<file path="src/rtl/mem_responder_if.sv">
// Bus bundle between the memory responder and its clients: CPU memory port,
// boot-loader valid/ready port and the I/O page pins.
interface mem_responder_if;
    logic       memEnable;
    logic [7:0] memAdr;
    logic [7:0] memWD;
    logic [7:0] memRD;
    logic       ldValid;
    logic       ldReady;
    logic [7:0] ldAddr;
    logic [7:0] ldData;
    logic       ldDone;
    logic       cpuHold;
    logic [7:0] outPort;
    logic       outStrobe;
    logic [7:0] inPort;

    // CPU / loader / environment side
    modport master (
        output memEnable, memAdr, memWD, ldValid, ldAddr, ldData, ldDone, inPort,
        input  memRD, ldReady, cpuHold, outPort, outStrobe
    );

    // Responder side
    modport slave (
        input  memEnable, memAdr, memWD, ldValid, ldAddr, ldData, ldDone, inPort,
        output memRD, ldReady, cpuHold, outPort, outStrobe
    );
endinterface

</file>
<file path="src/rtl/mem_responder.sv">
// Memory-side responder for the 8-bit multicycle CPU. Holds the CPU in reset
// while a boot loader fills RAM, then serves CPU reads/writes to RAM and to a
// 4-register I/O page (output latch, synchronized input, tick counter, strobe).
module mem_responder #(
    parameter int         RAM_DEPTH   = 240,
    parameter logic [7:0] IO_BASE     = 8'hF0,
    parameter int         SYNC_STAGES = 2
) (
    input  logic            clk,
    input  logic            reset,
    mem_responder_if.slave  bus
);

    localparam int         AW      = (RAM_DEPTH > 1) ? $clog2(RAM_DEPTH) : 1;
    localparam logic [7:0] RAM_TOP = 8'(RAM_DEPTH);
    localparam logic [7:0] IO_OUT  = IO_BASE;
    localparam logic [7:0] IO_IN   = IO_BASE + 8'd1;
    localparam logic [7:0] IO_TICK = IO_BASE + 8'd2;
    localparam logic [7:0] IO_STAT = IO_BASE + 8'd3;

    typedef enum logic [0:0] {
        ST_LOAD = 1'b0,
        ST_RUN  = 1'b1
    } state_t;

    state_t                       state_r;
    logic                         cpu_hold_r;
    logic                         ld_ready_r;
    logic [7:0]                   out_port_r;
    logic                         out_strobe_r;
    logic [7:0]                   tick_r;
    logic [SYNC_STAGES-1:0][7:0]  sync_r;
    logic [7:0]                   ram_r [RAM_DEPTH];

    logic                         run_s;
    logic                         cpu_ram_we_s;
    logic                         ld_ram_we_s;
    logic                         wr_out_s;
    logic                         wr_tick_s;
    logic [7:0]                   rd_s;

    // Write-strobe decode for RAM and the writable I/O registers
    always_comb begin
        run_s        = (state_r == ST_RUN);
        cpu_ram_we_s = 1'b0;
        ld_ram_we_s  = 1'b0;
        wr_out_s     = 1'b0;
        wr_tick_s    = 1'b0;
        if (run_s) begin
            cpu_ram_we_s = bus.memEnable && (bus.memAdr < RAM_TOP);
            wr_out_s     = bus.memEnable && (bus.memAdr == IO_OUT);
            wr_tick_s    = bus.memEnable && (bus.memAdr == IO_TICK);
        end else begin
            // Out-of-range loader bytes are handshaken but never stored
            ld_ram_we_s  = bus.ldValid && ld_ready_r && (bus.ldAddr < RAM_TOP);
        end
    end

    // Control FSM with registered handshake, hold and I/O register outputs
    always_ff @(posedge clk or negedge reset) begin
        if (!reset) begin
            state_r      <= ST_LOAD;
            cpu_hold_r   <= 1'b1;
            ld_ready_r   <= 1'b1;
            out_port_r   <= 8'h00;
            out_strobe_r <= 1'b0;
            tick_r       <= 8'h00;
        end else begin
            case (state_r)
                ST_LOAD: begin
                    out_strobe_r <= 1'b0;
                    tick_r       <= 8'h00;
                    if (bus.ldDone) begin
                        state_r    <= ST_RUN;
                        cpu_hold_r <= 1'b0;
                        ld_ready_r <= 1'b0;
                    end else begin
                        state_r    <= ST_LOAD;
                        cpu_hold_r <= 1'b1;
                        ld_ready_r <= 1'b1;
                    end
                end
                ST_RUN: begin
                    // Only reset leaves RUN; a late ldDone is ignored here
                    state_r      <= ST_RUN;
                    cpu_hold_r   <= 1'b0;
                    ld_ready_r   <= 1'b0;
                    out_strobe_r <= wr_out_s;
                    if (wr_out_s) begin
                        out_port_r <= bus.memWD;
                    end
                    // A CPU load of the counter wins over that edge's increment
                    if (wr_tick_s) begin
                        tick_r <= bus.memWD;
                    end else begin
                        tick_r <= tick_r + 8'd1;
                    end
                end
                default: begin
                    state_r      <= ST_LOAD;
                    cpu_hold_r   <= 1'b1;
                    ld_ready_r   <= 1'b1;
                    out_strobe_r <= 1'b0;
                    tick_r       <= 8'h00;
                end
            endcase
        end
    end

    // Input synchronizer chain; the last stage is what the CPU reads
    always_ff @(posedge clk or negedge reset) begin
        if (!reset) begin
            sync_r <= {SYNC_STAGES{8'h00}};
        end else begin
            sync_r <= {sync_r[SYNC_STAGES-2:0], bus.inPort};
        end
    end

    // RAM array, intentionally not reset so contents survive a reload cycle
    always_ff @(posedge clk) begin
        if (ld_ram_we_s) begin
            ram_r[bus.ldAddr[AW-1:0]] <= bus.ldData;
        end else if (cpu_ram_we_s) begin
            ram_r[bus.memAdr[AW-1:0]] <= bus.memWD;
        end
    end

    // Zero-latency read mux; nothing is visible to the CPU while loading
    always_comb begin
        rd_s = 8'h00;
        if (run_s) begin
            if (bus.memAdr < RAM_TOP) begin
                rd_s = ram_r[bus.memAdr[AW-1:0]];
            end else begin
                case (bus.memAdr)
                    IO_OUT:  rd_s = out_port_r;
                    IO_IN:   rd_s = sync_r[SYNC_STAGES-1];
                    IO_TICK: rd_s = tick_r;
                    IO_STAT: rd_s = {7'b0000000, out_strobe_r};
                    default: rd_s = 8'h00;
                endcase
            end
        end else begin
            rd_s = 8'h00;
        end
    end

    assign bus.memRD     = rd_s;
    assign bus.ldReady   = ld_ready_r;
    assign bus.cpuHold   = cpu_hold_r;
    assign bus.outPort   = out_port_r;
    assign bus.outStrobe = out_strobe_r;

endmodule

</file>
<file path="src/flat_wrapper.sv">
// flat-port wrapper written by rule: the top's interface ports become plain ports
module mem_responder_flat 
#(
    parameter int         RAM_DEPTH   = 240,
    parameter logic [7:0] IO_BASE     = 8'hF0,
    parameter int         SYNC_STAGES = 2
)
  (clk, reset, bus_memEnable, bus_memAdr, bus_memWD, bus_ldValid, bus_ldAddr, bus_ldData, bus_ldDone, bus_inPort, bus_memRD, bus_ldReady, bus_cpuHold, bus_outPort, bus_outStrobe);
  mem_responder_if bus_i ();
  input  logic clk;
  input  logic reset;
  input wire logic [$bits(bus_i.memEnable)-1:0] bus_memEnable;
  input wire logic [$bits(bus_i.memAdr)-1:0] bus_memAdr;
  input wire logic [$bits(bus_i.memWD)-1:0] bus_memWD;
  input wire logic [$bits(bus_i.ldValid)-1:0] bus_ldValid;
  input wire logic [$bits(bus_i.ldAddr)-1:0] bus_ldAddr;
  input wire logic [$bits(bus_i.ldData)-1:0] bus_ldData;
  input wire logic [$bits(bus_i.ldDone)-1:0] bus_ldDone;
  input wire logic [$bits(bus_i.inPort)-1:0] bus_inPort;
  output wire logic [$bits(bus_i.memRD)-1:0] bus_memRD;
  output wire logic [$bits(bus_i.ldReady)-1:0] bus_ldReady;
  output wire logic [$bits(bus_i.cpuHold)-1:0] bus_cpuHold;
  output wire logic [$bits(bus_i.outPort)-1:0] bus_outPort;
  output wire logic [$bits(bus_i.outStrobe)-1:0] bus_outStrobe;
  assign bus_i.memEnable = bus_memEnable;
  assign bus_i.memAdr = bus_memAdr;
  assign bus_i.memWD = bus_memWD;
  assign bus_i.ldValid = bus_ldValid;
  assign bus_i.ldAddr = bus_ldAddr;
  assign bus_i.ldData = bus_ldData;
  assign bus_i.ldDone = bus_ldDone;
  assign bus_i.inPort = bus_inPort;
  assign bus_memRD = bus_i.memRD;
  assign bus_ldReady = bus_i.ldReady;
  assign bus_cpuHold = bus_i.cpuHold;
  assign bus_outPort = bus_i.outPort;
  assign bus_outStrobe = bus_i.outStrobe;
  mem_responder #(.RAM_DEPTH(RAM_DEPTH), .IO_BASE(IO_BASE), .SYNC_STAGES(SYNC_STAGES)) u_core (.clk(clk), .reset(reset), .bus(bus_i));
endmodule
</file>
<file path="config.mk">
export PLATFORM = sky130hd
export DESIGN_NAME = mem_responder_flat
export DESIGN_NICKNAME = d
export VERILOG_FILES = /design/src/rtl/mem_responder_if.sv /design/src/rtl/mem_responder.sv /design/src/flat_wrapper.sv
export SDC_FILE = /design/constraint.sdc
export NUM_CORES = 2
export LEC_CHECK = 0
export BUFFER_PORTS_ARGS = -buffer_cell sky130_fd_sc_hd__buf_2
export CORE_ASPECT_RATIO = 0.75
export CORE_UTILIZATION = 35
export DETAILED_ROUTE_END_ITERATION = 7
export GPL_TIMING_DRIVEN = 0
export PLACE_DENSITY = 0.48
export SLEW_MARGIN = 20
export SYNTH_ARGS = -nofsm -noshare
export SYNTH_HDL_FRONTEND = slang
export SYNTH_SLANG_ARGS = --single-unit
</file>
<file path="constraint.sdc">
create_clock -name clk -period 4.4 [get_ports clk]
set_input_delay 0.22 -clock clk [delete_from_list [all_inputs] [get_ports clk]]
set_output_delay 0.22 -clock clk [all_outputs]
set_load 0.03 [all_outputs]
</file>
-- Word level (Yosys, flattened, before mapping)
Memories as Yosys holds them, arrays and structs flattened.
Cells that the tools add are included.
- bits in registers: 35
- bits in writable memories: 1920
- input bits: 45
- output and inout port bits: 19
- memories kept: 1
- memories (name ; depth ; bits a word ; read ports ; clocked after Yosys merged registers in ; write ports ; RTL line ; RTL):
    u_core.ram_r ; 240 ; 8 ; 1 ; 0 ; 1 ; mem_responder.sv:33 ; logic [7:0] ram_r [RAM_DEPTH];
- add/sub/neg operators: 1
- magnitude comparators: 2
- equality and inequality tests: 4
- mux-type cells: 22
- bitwise operators: 1
- reductions and logical operators: 7
- operators by type and width (kind ; count):
    two-way mux 8 bit ; 5
    equality test 8 bit, second input constant ; 4
    one-hot mux 8 bit (4 select lines) ; 1
    < comparator 8 bit, second input constant ; 2
    one-hot mux 8 bit (2 select lines) ; 1
    two-way mux 1 bit ; 12
    adder 8 x 1 -> 8 bit, second input constant ; 1
    OR reduction 8 bit ; 1
    one-hot mux 1 bit (2 select lines) ; 3
    logical AND 1 bit ; 5
    AND reduction 2 bit ; 1
    NOT 1 bit ; 1

-- Longest topological paths before layout
- word-level depth: 8
- mapped depth: 12
- gate-level depth less buffers: 7

-- Least setup slack after synthesis
Ideal clock, no wire load.
- path kind: input port to flip-flop
- from: input bus_memAdr[5]
- to: memory u_core.ram_r[0][0], data pin
- library setup time: 0.783 ns
- arrival: 3.990 ns
- setup slack: -0.374 ns
- stages: 7
- cell sequence: buf_2 > nand4_1 > nand3_1 > buf_2 > buf_2 > nand2_1 > nand2_1
- longest elaborated chain between the ends: 8
- RTL lines (item ; RTL line ; RTL):
    from (decl) ; flat_wrapper.sv:13 ; input wire logic [$bits(bus_i.memAdr)-1:0] bus_memAdr;
    < comparator 8 bit ; mem_responder.sv:50 ; cpu_ram_we_s = bus.memEnable && (bus.memAdr < RAM_TOP);
    logical AND 1 bit ; mem_responder.sv:50 ;
    two-way mux 1 bit ; mem_responder.sv:49 ; if (run_s) begin
    two-way mux 1 bit ; mem_responder.sv:123 ; end else if (cpu_ram_we_s) begin
    two-way mux 1 bit ; mem_responder.sv:121 ; if (ld_ram_we_s) begin
    two-way mux 1 bit (implied by the code) ; mem_responder.sv:124 ; ram_r[bus.memAdr[AW-1:0]] <= bus.memWD;
    OR reduction 8 bit (no source line) ; n/a ;
    two-way mux 8 bit (no source line) ; n/a ;
    to (decl) ; mem_responder.sv:33 ;
No other way between the ends.

-- Worst setup path after layout
- from: input bus_memAdr[4]
- to: output bus_memRD[0]
- longest elaborated chain between the ends: 4
- elaborated cells on any way between the ends: 9
- classes of those cells: order compare (1); eq/ne (4); mux (3); memory (1)
- RTL lines (item ; RTL line ; RTL):
    branches (longest 2 deep; another with memory read (240 x 8 bit)) ; n/a ;
    two-way mux 8 bit * ; mem_responder.sv:132 ; if (bus.memAdr < RAM_TOP) begin
    two-way mux 8 bit * ; mem_responder.sv:131 ; if (run_s) begin
    to (decl) ; flat_wrapper.sv:20 ; output wire logic [$bits(bus_i.memRD)-1:0] bus_memRD;
Every way passes the cells marked *.

==> flow_summary_export.csv <==
group,metric,value,unit
clock_tree,clk_latency,0.87,ns
placed_design,dp_slack,-1.27,ns
sta,skew,0.0398,ns
placed_design,place_inst,6593,
critical_path,crit_arrival,4.46,ns
placed_design,port_buffers,58,
power,netSwitchingFraction,24.2,%
final_layout,n_fill_cell,19302,
grt,grt_max_degree,108,
clock_tree,post_cts_buffers,0,
sta,setup_viol,14,
sta,slew_violations,0,
critical_path,end_kind,"output pin",
status,violations,"negative setup slack",
drt,ant_nets,0,
grt,antenna_found_initial,29,
sta,rsz0062_at_grt,"no",
power,power_frac_seq,51.4,%
final_layout,final_cells,6953,
floorplanning,fp.dieH,407,µm
drt,dr.pass1.iters,6,
placed_design,dp_hpwl,203000,µm
min_path,hold_path_end,"u_core.sync_r[4]$_DFF_PN0_",
critical_path,worstPathRequired,4.18,ns
grt,gr-total-overflow,0,
synthesis,ys_async_sr_fraction,1.79,%
synthesis,ys.flop_type,"edfxtp_1",
power,power_switching,9.78,mW
sta,hold_violations,0,
drt,viasPerCell,6.01,
sta,holdWs,0.0356,ns
final_layout,nets,3925,
floorplanning,die_x,542,µm
sta,setup_ws,-0.278,ns
drt,routed_wirelength,304000,µm
drt,route.detailed.drc,0,
critical_path,critPathKind,"input port to output pin",
status,status,"finished, violations left",
grt,grt_pass1_wl,389000,µm
min_path,min_from,"bus_inPort[4]",
final_layout,multi_input_area,0.0169,mm²
synthesis,synth_area_per_cell,21.4,µm²
drt,num_vias,41776,
final_layout,utilization,40.6,%
placed_design,place_area,0.0817,mm²
critical_path,r2r-start,"u_core.run_s$_DFF_PN0_",
final_layout,postLayoutCellArea,0.0881,mm²
synthesis,synth_fp_nets,3614,
clock_tree,cts-root-buf,"clkbuf_16",
floorplanning,dieArea,0.220,mm²
power,p_int,30.7,mW
synthesis,synth_seq_cells,1955,
floorplanning,initial_core_util,35.2,%
floorplanning,ioPinCount,64,
final_layout,areaGrowthSynthToFinish,15.2,%
grt,grt_pass1_vias,38814,
clock_tree,cts_max_level,4,
clock_tree,cts_tree,"done",
critical_path,reg2regPathDepth,8,
drt,first_iter_violations,7285,
synthesis,synth-edff-count,1920,
critical_path,critPathLaunchType,"input port",
placed_design,place.gp.congestion,0.982,
sta,setup-tns-final,-0.904,ns
job,drv_cap,0,
clock_tree,clk_pin_slew_worst_paths,0.07,ns
drt,wire_per_inst,43.7,µm
sta,layout_min_cycle_time,4.68,ns
synthesis,ys_warn_count,0,
synthesis,syn_area,0.0765,mm²
critical_path,timing.rr.end,"u_core.ram_r[86][4]$_DFFE_PP_",
critical_path,worstPathMaxFanout,10,
power,p_clk_share,40.5,%
clock_tree,numClockSinks,1955,
clock_tree,cts_buffers,189,
synthesis,seq_area_frac_synth,76.5,%
min_path,hp-class,"input port to flop",
final_layout,regArea,0.0585,mm²
power,irDropWorstVdd,0.000335,V
power,combPwrFrac,8.2,%
floorplanning,core-area,0.217,mm²
sta,fmax,214,MHz
power,p_leak,27.4,nW
final_layout,drive_gt1_share,27.9,%
floorplanning,rows,148,
clock_tree,cts_buffer_depth,4,
synthesis,ys_types,67,
power,power.total,40.5,mW
grt,track_usage,27.3,%
min_path,whs_path_depth,2,
sta,tightest_slew,1.24,ns
power,power_density,459,mW/mm²
sta,relSlewSlack,17.3,%
critical_path,r2r_slack,0.11,ns
synthesis,netlist_instances,3568,
sta,fin_crit_sh,106,%
power groups by stage:
stage / combinational (mW) / sequential [mW] / clock [mW]
global placement: 2.99 / 21.4 / 0
global route: 3.31 / 20.8 / 17.0
CTS: 3.20 / 20.8 / 16.4
detailed placement: 3.17 / 21.2 / 0
finish: 3.30 / 20.8 / 16.4
floorplan: 1.41 / 21.2 / 0
state kept, by name, indices dropped and copies added (netlist names):
register and flops:
u_core.ram_r 1920, u_core.run_s 1, u_core.bus.outStrobe 1, u_core.bus.ldReady 1, u_core.tick_r 8, u_core.sync_r 16, u_core.bus.outPort 8
routing by layer:
layer	global-route usage, %	vias to the layer above	routed length, µm
met5	0	-	82
met4	9.17	12	11800
met3	11.8	498	42300
met2	37.6	2811	125000
met1	38.5	22910	125000
li1	-	15545	-
how the worst max path moves through the flow:
stage	end	cells past startpoint	slack (ns)	startpoint
after global placement	u_core.ram_r[37][4]$_DFFE_PP_	9	-2.25	bus_memAdr[1]
final	bus_memRD[0]	10	-0.28	bus_memAdr[4]
after CTS	bus_memRD[5]	11	0.007	bus_memAdr[0]
after global routing	bus_memRD[0]	10	0.005	bus_memAdr[4]
after detailed placement	bus_memRD[3]	11	-1.27	bus_memAdr[1]
after floorplan	u_core.ram_r[0][0]$_DFFE_PP_	7	1.09	bus_memAdr[5]
kinds of logic (layout without fill, tap and decap cells):
family | after synthesis | in the layout | share of synthesized area (%)
compound gates | 240 | 240 | 2.22
xor+xnor | 6 | 6 | 0.0687
fa+ha+maj | 1 | 1 | 0.0164
buf+inv | 220 | 674 | 1.70
flops | 1955 | 1955 | 76.5
mux | 626 | 626 | 16.5
other cells | 0 | 6 | 0
simple gates | 520 | 520 | 2.96
layout make-up:
class,count,share of cell area (%)
Clock inverter,104,1.07
Inverter,8,0.0341
Antenna cell,6,0.0170
Timing Repair Buffer,123,1.82
Tap cell,2925,4.15
Multi-Input combinational cell,1393,19.2
Clock buffer,230,5.66
Buffer,209,1.65
Sequential cell,1955,66.4
placed cells by master (no fill, tap or decap), types with 44 or more instances in the layout:
cell       count
clkinv_1      44
mux4_2       505
clkbuf_16    194
edfxtp_1    1920
nor2_1       266
clkbuf_1      67
mux2i_1       79
buf_2         88
buf_4         67
nand2_1       97
synth_stat cells (all sizes together), types with 6 or more instances:
cell type | count | area, µm²
inv | 7 | 26.3
mux2 | 40 | 450
nand2b | 31 | 194
nor2b | 18 | 113
nand4 | 7 | 43.8
nand3 | 38 | 190
o211ai | 6 | 45.0
nor3 | 10 | 50.1
buf | 137 | 986
and3 | 8 | 50.1
a211oi | 16 | 120
dfrtp | 34 | 851
o31ai | 9 | 72.6
edfxtp | 1920 | 57700
o221ai | 24 | 210
a31oi | 10 | 62.6
mux2i | 81 | 811
o21ai | 37 | 185
clkbuf | 75 | 282
mux4 | 505 | 11400
a22oi | 36 | 270
a221oi | 8 | 70.1
and2 | 6 | 37.5
o22ai | 30 | 188
nand2 | 107 | 402
or2 | 8 | 50.1
a21oi | 24 | 120
nor2 | 275 | 1030
critical path, stage by stage:
cell      delay, ns
buf_2          0.20
buf_2          0.31
buf_2          0.54
buf_1          0.62
buf_2          0.68
nor2_1         0.11
a211oi_1       0.55
nor3_1         0.27
o31ai_1        0.60
buf_2          0.31
repair_timing:
item | CTS | global route
gates cloned | 0 | 0
setup endpoints to repair | 8 | 16
endpoints found under the hold margin | 61 | 0
hold buffers | 23 | 0
gates resized for setup | 65 | 11
Note: power is estimated with default switching activity, not from simulation.
